[config.mk]
export PLATFORM = sky130hd
export DESIGN_NAME = max_pool_2x2
export DESIGN_NICKNAME = d
export VERILOG_FILES = /design/src/rtl/max_pool_2x2.sv
export SDC_FILE = /design/constraint.sdc
export NUM_CORES = 1
export LEC_CHECK = 0
export BUFFER_PORTS_ARGS = -buffer_cell sky130_fd_sc_hd__buf_4
export CORE_MARGIN = 2
export CORE_UTILIZATION = 40
export DETAILED_ROUTE_END_ITERATION = 7
export SYNTH_ARGS = -nofsm -noshare
export SYNTH_HDL_FRONTEND = slang
export SYNTH_SLANG_ARGS = --single-unit
[constraint.sdc]
create_clock -name clk -period 5.05 [get_ports clk]
set_input_delay 1.01 -clock clk [delete_from_list [all_inputs] [get_ports clk]]
set_output_delay 1.01 -clock clk [all_outputs]
set_load 0.05 [all_outputs]
[src/rtl/max_pool_2x2.sv]
// -----------------------------------------------------------------------------
// max_pool_2x2
//   2x2, stride-2 signed max pooling over a row-major raster stream of conv
//   results. Horizontal pair maxima from even rows are parked in a half-width
//   line buffer. On odd rows they are combined with the current pair maximum to
//   form one pooled value per 2x2 window.
//
// Ports:
//   clk        : clock, rising edge
//   rst_n      : asynchronous active-low reset
//   in_valid   : input sample strobe (bubbles hold all state)
//   data_in    : signed conv result, DATA_BITS wide
//   clear      : synchronous frame restart, has priority over in_valid
//   out_valid  : one-cycle pulse, pooled sample valid
//   data_out   : signed pooled maximum, holds between pulses
//   frame_done : one-cycle pulse with the last out_valid of a frame
// -----------------------------------------------------------------------------
module max_pool_2x2 #(
  parameter int IN_WIDTH  = 14,
  parameter int IN_HEIGHT = 14,
  parameter int DATA_BITS = 6,
  parameter int COL_BITS  = 4
) (
  input  logic                        clk,
  input  logic                        rst_n,
  input  logic                        in_valid,
  input  logic signed [DATA_BITS-1:0] data_in,
  input  logic                        clear,
  output logic                        out_valid,
  output logic signed [DATA_BITS-1:0] data_out,
  output logic                        frame_done
);

  localparam int HALF_W = (IN_WIDTH / 2 > 0) ? IN_WIDTH / 2 : 1;
  localparam int LB_AW  = (HALF_W > 1) ? $clog2(HALF_W) : 1;

  localparam logic [COL_BITS-1:0] COL_LAST = COL_BITS'(IN_WIDTH - 1);
  localparam logic [COL_BITS-1:0] ROW_LAST = COL_BITS'(IN_HEIGHT - 1);
  // Position of the last complete window; odd trailing column/row are dropped.
  localparam logic [COL_BITS-1:0] COL_FD   = COL_BITS'(2 * (IN_WIDTH / 2) - 1);
  localparam logic [COL_BITS-1:0] ROW_FD   = COL_BITS'(2 * (IN_HEIGHT / 2) - 1);

  function automatic logic signed [DATA_BITS-1:0] smax(
    input logic signed [DATA_BITS-1:0] a,
    input logic signed [DATA_BITS-1:0] b
  );
    return (a > b) ? a : b;
  endfunction

  logic [COL_BITS-1:0]         col_q, col_d;
  logic [COL_BITS-1:0]         row_q, row_d;
  logic signed [DATA_BITS-1:0] h_q, h_d;
  logic signed [DATA_BITS-1:0] data_out_q, data_out_d;
  logic                        out_valid_q, out_valid_d;
  logic                        frame_done_q, frame_done_d;

  logic signed [DATA_BITS-1:0] line_buf [HALF_W];
  logic signed [DATA_BITS-1:0] lb_rd_q;
  logic                        lb_we;
  logic                        lb_re;
  logic [LB_AW-1:0]            lb_addr;
  logic signed [DATA_BITS-1:0] h_pair;

  assign lb_addr = col_q[LB_AW:1];
  assign h_pair  = smax(h_q, data_in);

  always_comb begin
    col_d        = col_q;
    row_d        = row_q;
    h_d          = h_q;
    data_out_d   = data_out_q;
    out_valid_d  = 1'b0;
    frame_done_d = 1'b0;
    lb_we        = 1'b0;
    lb_re        = 1'b0;

    if (clear) begin
      col_d = '0;
      row_d = '0;
      h_d   = '0;
    end else if (in_valid) begin
      if (col_q == COL_LAST) begin
        col_d = '0;
        row_d = (row_q == ROW_LAST) ? '0 : row_q + 1'b1;
      end else begin
        col_d = col_q + 1'b1;
      end

      if (!col_q[0]) begin
        h_d = data_in;
        // Fetch the stored upper-row pair one sample early so the buffer read
        // is registered and ready when the odd column arrives.
        lb_re = row_q[0];
      end else if (!row_q[0]) begin
        lb_we = 1'b1;
      end else begin
        data_out_d   = smax(lb_rd_q, h_pair);
        out_valid_d  = 1'b1;
        frame_done_d = (row_q == ROW_FD) && (col_q == COL_FD);
      end
    end
  end

  always_ff @(posedge clk or negedge rst_n) begin
    if (!rst_n) begin
      col_q        <= '0;
      row_q        <= '0;
      h_q          <= '0;
      data_out_q   <= '0;
      out_valid_q  <= 1'b0;
      frame_done_q <= 1'b0;
    end else begin
      col_q        <= col_d;
      row_q        <= row_d;
      h_q          <= h_d;
      data_out_q   <= data_out_d;
      out_valid_q  <= out_valid_d;
      frame_done_q <= frame_done_d;
    end
  end

  // Line buffer is not reset: row 0 of every frame rewrites each entry before
  // an odd row can read it.
  always_ff @(posedge clk) begin
    if (lb_we) line_buf[lb_addr] <= h_pair;
    if (lb_re) lb_rd_q <= line_buf[lb_addr];
  end

  assign out_valid  = out_valid_q;
  assign data_out   = data_out_q;
  assign frame_done = frame_done_q;

endmodule

After elaboration in Yosys (flattened, before gate mapping):

Memory sizes are Yosys's and may differ from the RTL's. A register that Yosys moved wholly into a read port is not among the register bits.
Cells that the tools add are included.

* bits in registers: 22
* RAM bits: 42
* output and inout port bits: 8
* word-level logic and storage cells: 50
* memories kept: 1

* add/subtract/negate cells: 2
* magnitude comparators: 2
* equal/unequal tests: 3
* multiplexer cells: 29
* bitwise operators: 1
* reduce and logical (&&, ||, !) cells: 6

Memories
* line_buf: words 7, bits a word 6, read ports 1, clocked after Yosys merged registers in 1, wr ports 1, RTL line 57 `logic signed [DATA_BITS-1:0] line_buf [HALF_W];`

Operator list (count)
* 6-bit two-way mux: 5
* 4-bit two-way mux: 7
* 1-bit two-way mux: 17
* 6-bit greater-than comparator: 2
* 4-bit by 1-bit adder with 4-bit output, second input constant: 2
* 4-bit == test, second input constant: 2
* 2-bit AND reduction: 2
* 4-bit AND reduction: 1
* 2-bit nonzero test: 2
* 2-bit inequality test, second input constant: 1
* 1-bit logical AND: 1
* 1-bit NOT: 1

Depth between registers and ports, before layout:

Gate-level depths: netlist of the first run.

* depth in word-level cells: 6
* mapped depth: 14
* depth with buffers taken out: 14

Least setup slack after synthesis of the first run:

Ideal clock, no wire load.

* path type: in2reg
* start: input port data_in[4]
* end: register data_out_q[0] (netlist: data_out[0])
* arrival: 3.750 ns
* data required time: 4.926 ns
* path slack: 1.176 ns
* stages: 14
* buffers on the path: 0
* cell sequence: inv_1 > ha_1 > nand3_1 > o21bai_1 > a31oi_1 > o21bai_2 > mux2i_1 > ha_1 > and3_4 > o21a_4 > a2111oi_4 > o22ai_2 > and3_1 > a211o_1

* word-level cells in the longest chain between the ends: 4

RTL lines
* start: declaration: RTL line 27 `input logic signed [DATA_BITS-1:0] data_in,`
* 6-bit greater-than comparator: RTL line 47 `return (a > b) ? a : b;`
* 6-bit two-way mux (*): RTL line 47
* 6-bit greater-than comparator: RTL line 47
* 6-bit two-way mux (*): RTL line 47
* end signal: assignment: RTL line 116 `data_out_q <= data_out_d;`
* end: declaration: RTL line 53 `logic signed [DATA_BITS-1:0] data_out_q, data_out_d;`

Mark *: on every way between the ends. The rest lies on a longest branch, timed or not.
A chain may end at the register's enable or synchronous reset.

Worst setup path in the final report of the first run:

Same ends and word-level chain as after synthesis.

==> impl_metrics.py, run 1 <==
metrics = {
    "setup_path": {
        "crit_path_start_kind": "input pin",
        "slowest_stage": "mux2i_1",
        "ff2ff_path_depth": 13,
        "critPathCapture": "data_out[0]",
        "cp.depth": 15,
        "end_kind": "flip-flop",
        "crit_chain": "buf_4 > inv_1 > ha_1 > nand3_1 > o21bai_1 > a31oi_1 > o21bai_2 > mux2i_1 > ha_1 > and3_4 > o21a_4 > a2111oi_4 > o22ai_2 > and3_1 > a211o_1",
        "critPathLaunch": "data_in[4]",
        "reg2reg_from": "h_q[4]",
        "rrSetupSlack_ns": 1.45,
        "timing.rr.end": "data_out[0]",
        "worstPathRequired_ns": 5.28,
        "cpPeakStageDelay_ns": 0.48,
        "critPathMostFrequentCell": "ha_1",
        "path_max_fanout": 8,
        "crit_family": "compound AO/OA/AOI/OAI gates",
        "crit_buf_inv": 2,
        "critPathKind": "input pin to flip-flop",
        "worstPathArrival_ns": 4.21,
    },
    "logic_synthesis": {
        "ys_seq_area_frac": 0.6083,
        "synthesis.nets": 288,
        "post_synth_inst_count": 264,
        "yosys.area.top_type": "edfxtp_1",
        "synthArstFlopShare": 0.3143,
        "syn_avg_cell_area_um2": 12.40,
        "synth_edf_count": 48,
        "synth-seq-cells": 70,
        "synth_area_leaders": "edfxtp_1 44%, dfrtp_1 17%, ha_1 5.3%",
        "syn_area_mm2": 0.003274,
        "yosysWarnings": 0,
        "synthFlopType": "edfxtp_1",
        "netlist-cell-type-count": 46,
        "yosys.area.top_type_share": 0.4402,
    },
    "layout": {
        "area_growth_pct": 12.34,
        "fin_nets": 306,
        "num-fill-cells": 751,
        "layout-drive-gt1-share": 0.1812,
        "diodes": 0,
        "finish.utilization": 0.4688,
    },
    "flow_run": {
        "drv_cap": 0,
    },
    "drt": {
        "met1_length_mm": 2.949,
        "ant_nets": 0,
        "wl_met3_um": 193,
        "wirelength_mm": 6.122,
        "drt_pass1_iterations": 5,
        "wl_met2_mm": 2.913,
        "drcViolationCount": 0,
        "top_layer": "met4",
        "vias": 2017,
        "via_per_inst": 5.185,
        "wl_per_cell_um": 15.74,
        "drtIter0Drc": 56,
    },
    "power": {
        "p_leak_nw": 1.452,
        "switching_share": 0.2600,
        "power.share.sequential": 0.549,
        "powerDensity_mw_per_mm2": 313.4,
        "p_total_mw": 1.153,
        "combPwrFrac": 0.087,
        "clkPwrFrac": 0.364,
        "switching_power_mw": 0.2997,
        "irDropWorstVdd_mv": 0.1439,
        "intPower_mw": 0.8530,
    },
    "min_path": {
        "hold_path_depth": 2,
        "hold_class": "flip-flop to flip-flop",
    },
    "sta": {
        "slew_violations": 0,
        "setup-violations-final": 0,
        "finalSetupTns_ns": 0,
        "hold_slack_ns": 0.5049,
        "hold_violations": 0,
        "rsz0062_at_grt": "false",
        "setup_ws_ns": 1.073,
        "fmax_mhz": 251.5,
        "tightest_slew_ns": 1.003,
        "relSlewSlack": 0.3265,
        "min_period_over_period": 0.7874,
        "skew_ns": 0.01212,
        "period_needed_ns": 3.977,
    },
    "global_routing": {
        "grt_max_degree": 27,
        "grt_pass1_wl_mm": 10.22,
        "antenna_found_initial": 0,
        "gr-total-overflow": 0,
        "grt_pass1_vias": 2032,
        "grt_usage": 0.1516,
    },
    "floorplan": {
        "die_h_um": 94.48,
        "rows": 32,
        "core_mm2": 0.007848,
        "dieWidth_um": 94.48,
        "ios": 18,
        "die_area_mm2": 0.008926,
        "start_util": 0.4173,
    },
    "clock_network": {
        "path_clk_slew_ns": 0.09,
        "tritoncts": "built",
        "cts.path.max_buffers": 2,
        "cts_root_buf": "clkbuf_8",
        "cts-resized-gates": 0,
        "worstSkewPairLatency_ns": 0.34,
        "cts_max_level": 3,
        "postCtsSetupBuffers": 0,
        "cts_buffers": 9,
        "clkSinkCount": 70,
        "hold_buffers": 0,
    },
    "placed_design": {
        "dp_slack_ns": 0.6914,
        "port_buffers": 17,
        "gp_congestion": 0.8114,
        "place_hpwl_mm": 4.253,
    },
    "outcome": {
        "status": "complete, no violations",
    },
}
## routing by layer
layer / vias to the layer above / GRT usage
met5: - / 0
met4: 0 / 0.06522
met3: 5 / 0.02953
met2: 31 / 0.2440
met1: 981 / 0.2008
li1: 1000 / -
## through the flow
step,area (µm²),cells
global route,3679,389
CTS,3679,389
finish,3679,389
detailed placement,3493,373
floorplan,3274,264
global placement,3493,373
## worst min path at each step
stage / slack [ns] / to / from
after global routing: 0.53 / data_out[4] / data_out[4]
after CTS: 0.51 / data_out[2] / data_out[2]
after floorplan: 0.49 / data_out[1] / lb_rd_q[1]
final: 0.50 / data_out[2] / data_out[2]
after detailed placement: 0.49 / data_out[5] / data_out[5]
after global placement: 0.48 / data_out[5] / data_out[5]
## synthesized netlist by cell type (2+ instances only)
library cell / n
nand3_1: 13
and3_1: 2
a211oi_1: 2
mux2i_1: 12
or3_1: 2
edfxtp_1: 48
nor3b_1: 3
mux2_2: 3
mux2_1: 2
nor3_1: 5
nand2_1: 19
o21ai_0: 2
inv_1: 14
clkbuf_1: 8
o21ai_1: 7
a221oi_1: 3
ha_1: 14
nor2_1: 29
o211ai_2: 5
mux4_2: 2
a21oi_1: 14
a31oi_1: 2
nor2b_1: 5
dfrtp_1: 22
nand2b_1: 4
buf_2: 2
## registers in the layout, indices dropped and copies added (netlist names)
signal	flops
row_q	4
line_buf	42
h_q	6
lb_rd_q	6
col_q	4
out_valid	1
frame_done	1
data_out	6
## worst min-delay path, stage by stage (launching register included)
cell	delay, ns
dfrtp_1	0.35
nand2_1	0.06
o211ai_2	0.06
## layout make-up
| type | instances | area (µm²) | area share |
|---|---|---|---|
| sequential | 70 | 1992 | 0.5415 |
| clock buffer | 9 | 123.9 | 0.03367 |
| inverter | 15 | 56.30 | 0.01531 |
| clock inverter | 7 | 61.31 | 0.01667 |
| timing repair buffer | 19 | 142.6 | 0.03878 |
| multi-input combinational | 167 | 1175 | 0.3194 |
| tap | 102 | 127.6 | 0.03469 |
## cell usage in the layout, fill, tap and decap left out, types with 2 or more instances in the layout
cell type / instances
a211oi_1: 2
o21ai_1: 7
nor2b_1: 5
and3_1: 2
mux2_2: 3
ha_1: 14
inv_1: 14
clkinvlp_4: 2
mux2i_1: 12
o211ai_2: 5
clkbuf_8: 9
inv_6: 3
nand3_1: 13
nor3b_1: 3
mux2_1: 2
nand2_1: 19
nand2b_1: 4
mux4_2: 2
a221oi_1: 3
dfrtp_1: 22
a31oi_1: 2
nor3_1: 5
nor2_1: 29
o21ai_0: 2
or3_1: 2
buf_4: 19
edfxtp_1: 48
a21oi_1: 14
## cells by family after synthesis
kind of cell	after synthesis	share of synthesized area
compound gates	47	0.1101
simple gates	87	0.1276
buf+inv	27	0.03286
mux	19	0.06763
fa+ha+maj	14	0.05350
flops	70	0.6083
## power by group through the flow
stage                     clock network, mW  registers (mW)  logic, mW
after CTS                             0.436           0.632      0.101
after global placement                    0           0.645      0.101
after floorplan                           0           0.643     0.0711
after detailed placement                  0           0.645      0.101
final                                 0.420           0.632      0.101
after global routing                  0.464           0.633      0.113
(Power assumes the default switching activity.)
==> inputs of run 2 (changes only) <==
clock period = 3.7 ns   (was 5.05 ns; I/O delays follow)
==> impl_metrics.py, run 2 (same netlist as run 1, synthesis figures left out) <==
metrics = {
    "flow_run": {
        "drv_cap": 0,
    },
    "global_routing": {
        "grt_pass1_wl_mm": 10.49,
        "grt_pass1_vias": 2026,
        "antenna_found_initial": 0,
        "grt_usage": 0.1604,
        "grt_max_degree": 27,
        "gr-total-overflow": 0,
    },
    "drt": {
        "drcViolationCount": 0,
        "vias": 2067,
        "wirelength_mm": 6.482,
        "wl_per_cell_um": 16.25,
        "ant_nets": 0,
        "drt_pass1_iterations": 4,
        "drtIter0Drc": 154,
        "via_per_inst": 5.180,
    },
    "setup_path": {
        "path_max_fanout": 5,
        "end_kind": "flip-flop",
        "crit_path_start_kind": "input pin",
        "worstPathRequired_ns": 3.95,
        "critPathKind": "input pin to flip-flop",
        "worstPathArrival_ns": 3.57,
    },
    "layout": {
        "layout_common_cells": "48 x edfxtp_1, 29 x nor2_1, 29 x buf_4",
        "instances_no_fill": 399,
        "layout_commonest_cell": "edfxtp_1",
        "largest_reg_flops": 42,
        "layout-drive-gt1-share": 0.2088,
        "top_register": "line_buf",
        "multi_input_area_mm2": 0.001175,
        "fin_nets": 316,
        "num-fill-cells": 719,
        "regArea_mm2": 0.001992,
        "area_growth_pct": 14.64,
        "diodes": 0,
    },
    "floorplan": {
        "dieWidth_um": 94.48,
        "die_area_mm2": 0.008926,
        "rows": 32,
        "ios": 18,
        "core_mm2": 0.007848,
        "start_util": 0.4173,
        "die_h_um": 94.48,
    },
    "clock_network": {
        "cts-resized-gates": 0,
        "postCtsSetupBuffers": 0,
        "cts_max_level": 3,
        "cts_root_buf": "clkbuf_8",
        "cts.path.max_buffers": 2,
        "path_clk_slew_ns": 0.09,
        "cts_buffers": 9,
        "worstSkewPairLatency_ns": 0.35,
        "tritoncts": "built",
        "clkSinkCount": 70,
        "hold_buffers": 0,
    },
    "sta": {
        "period_needed_ns": 3.328,
        "skew_ns": 0.009759,
        "fmax_mhz": 300.5,
        "slew_violations": 0,
        "hold_violations": 0,
        "relSlewSlack": 0.3832,
        "min_period_over_period": 0.8995,
        "rsz0062_at_grt": "false",
        "tightest_slew_ns": 0.9251,
        "setup-violations-final": 0,
    },
    "power": {
        "irDropWorstVdd_mv": 0.1729,
        "p_leak_nw": 1.499,
        "powerDensity_mw_per_mm2": 427.8,
        "p_total_mw": 1.606,
    },
    "min_path": {
        "hold_class": "input pin to asynchronous set/reset pin",
    },
    "placed_design": {
        "gp_congestion": 0.7969,
        "place_hpwl_mm": 4.424,
        "dpl.cell_count": 383,
        "port_buffers": 17,
    },
    "outcome": {
        "status": "complete, no violations",
    },
}
==> run 2: worst paths after layout <==
kind	slack (ns)	depth (start not counted)	end	from
worst max register to register	0.45	13	data_out[0]	h_q[4]
max in group asynchronous	3.20	1	col_q[1]	rst_n
worst min register to register	0.50	2	data_out[5]	data_out[5]
worst max-delay path	0.37	15	data_out[0]	data_in[4]
worst min-delay path	0.27	1	data_out[0]	rst_n
min in group clk	0.50	2	data_out[5]	data_out[5]
==> run 2: area by class of cell <==
class                           instances  area share
Sequential cell                        70      0.5307
Clock inverter                          7     0.01633
Multi-Input combinational cell        167      0.3130
Tap cell                              102     0.03400
Inverter                               15     0.01500
Timing Repair Buffer                   29     0.05800
Clock buffer                            9     0.03300
==> run 2: metal layers <==
layer / track usage / part of all wire / up-vias
met4: 0.04710 / 0.0083 / 0
met1: 0.2092 / 0.47 / 1003
met3: 0.05188 / 0.050 / 4
met5: 0 / 0 / -
met2: 0.2571 / 0.47 / 38
li1: - / - / 1022
==> run 2: critical path: stages <==
cell and delay, ns:
buf_4 0.08, inv_1 0.04, ha_1 0.31, nand3_1 0.09, o21bai_1 0.16, a31oi_1 0.15
o21bai_2 0.21, mux2i_1 0.31, ha_1 0.29, and3_4 0.18, o21a_4 0.11, a2111oi_4 0.32
o22ai_2 0.15, and3_1 0.20, a211o_1 0.22
==> run 2: where the power goes <==
group / switching [mW] / total, mW / leakage, nW / internal, mW
registers: 0.0104 / 0.867 / 0.739 / 0.857
logic: 0.0866 / 0.156 / 0.671 / 0.0691
clock network: 0.327 / 0.583 / 0.0888 / 0.256
==> run 2: per-stage QoR <==
step	area (µm²)	util	worst slack [ns]	hold slack (ns)	TNS, ns
global route	3754	0.4783	0.2230	0.2641	0
global placement	3568	0.4547	0.04263	0.4832	0
floorplan	3274	-	0.09629	0.4444	0
detailed placement	3568	0.4547	-0.01427	0.4810	-0.01427
CTS	3754	0.4783	0.3738	0.2600	0
finish	3754	0.4783	0.3720	0.2657	0
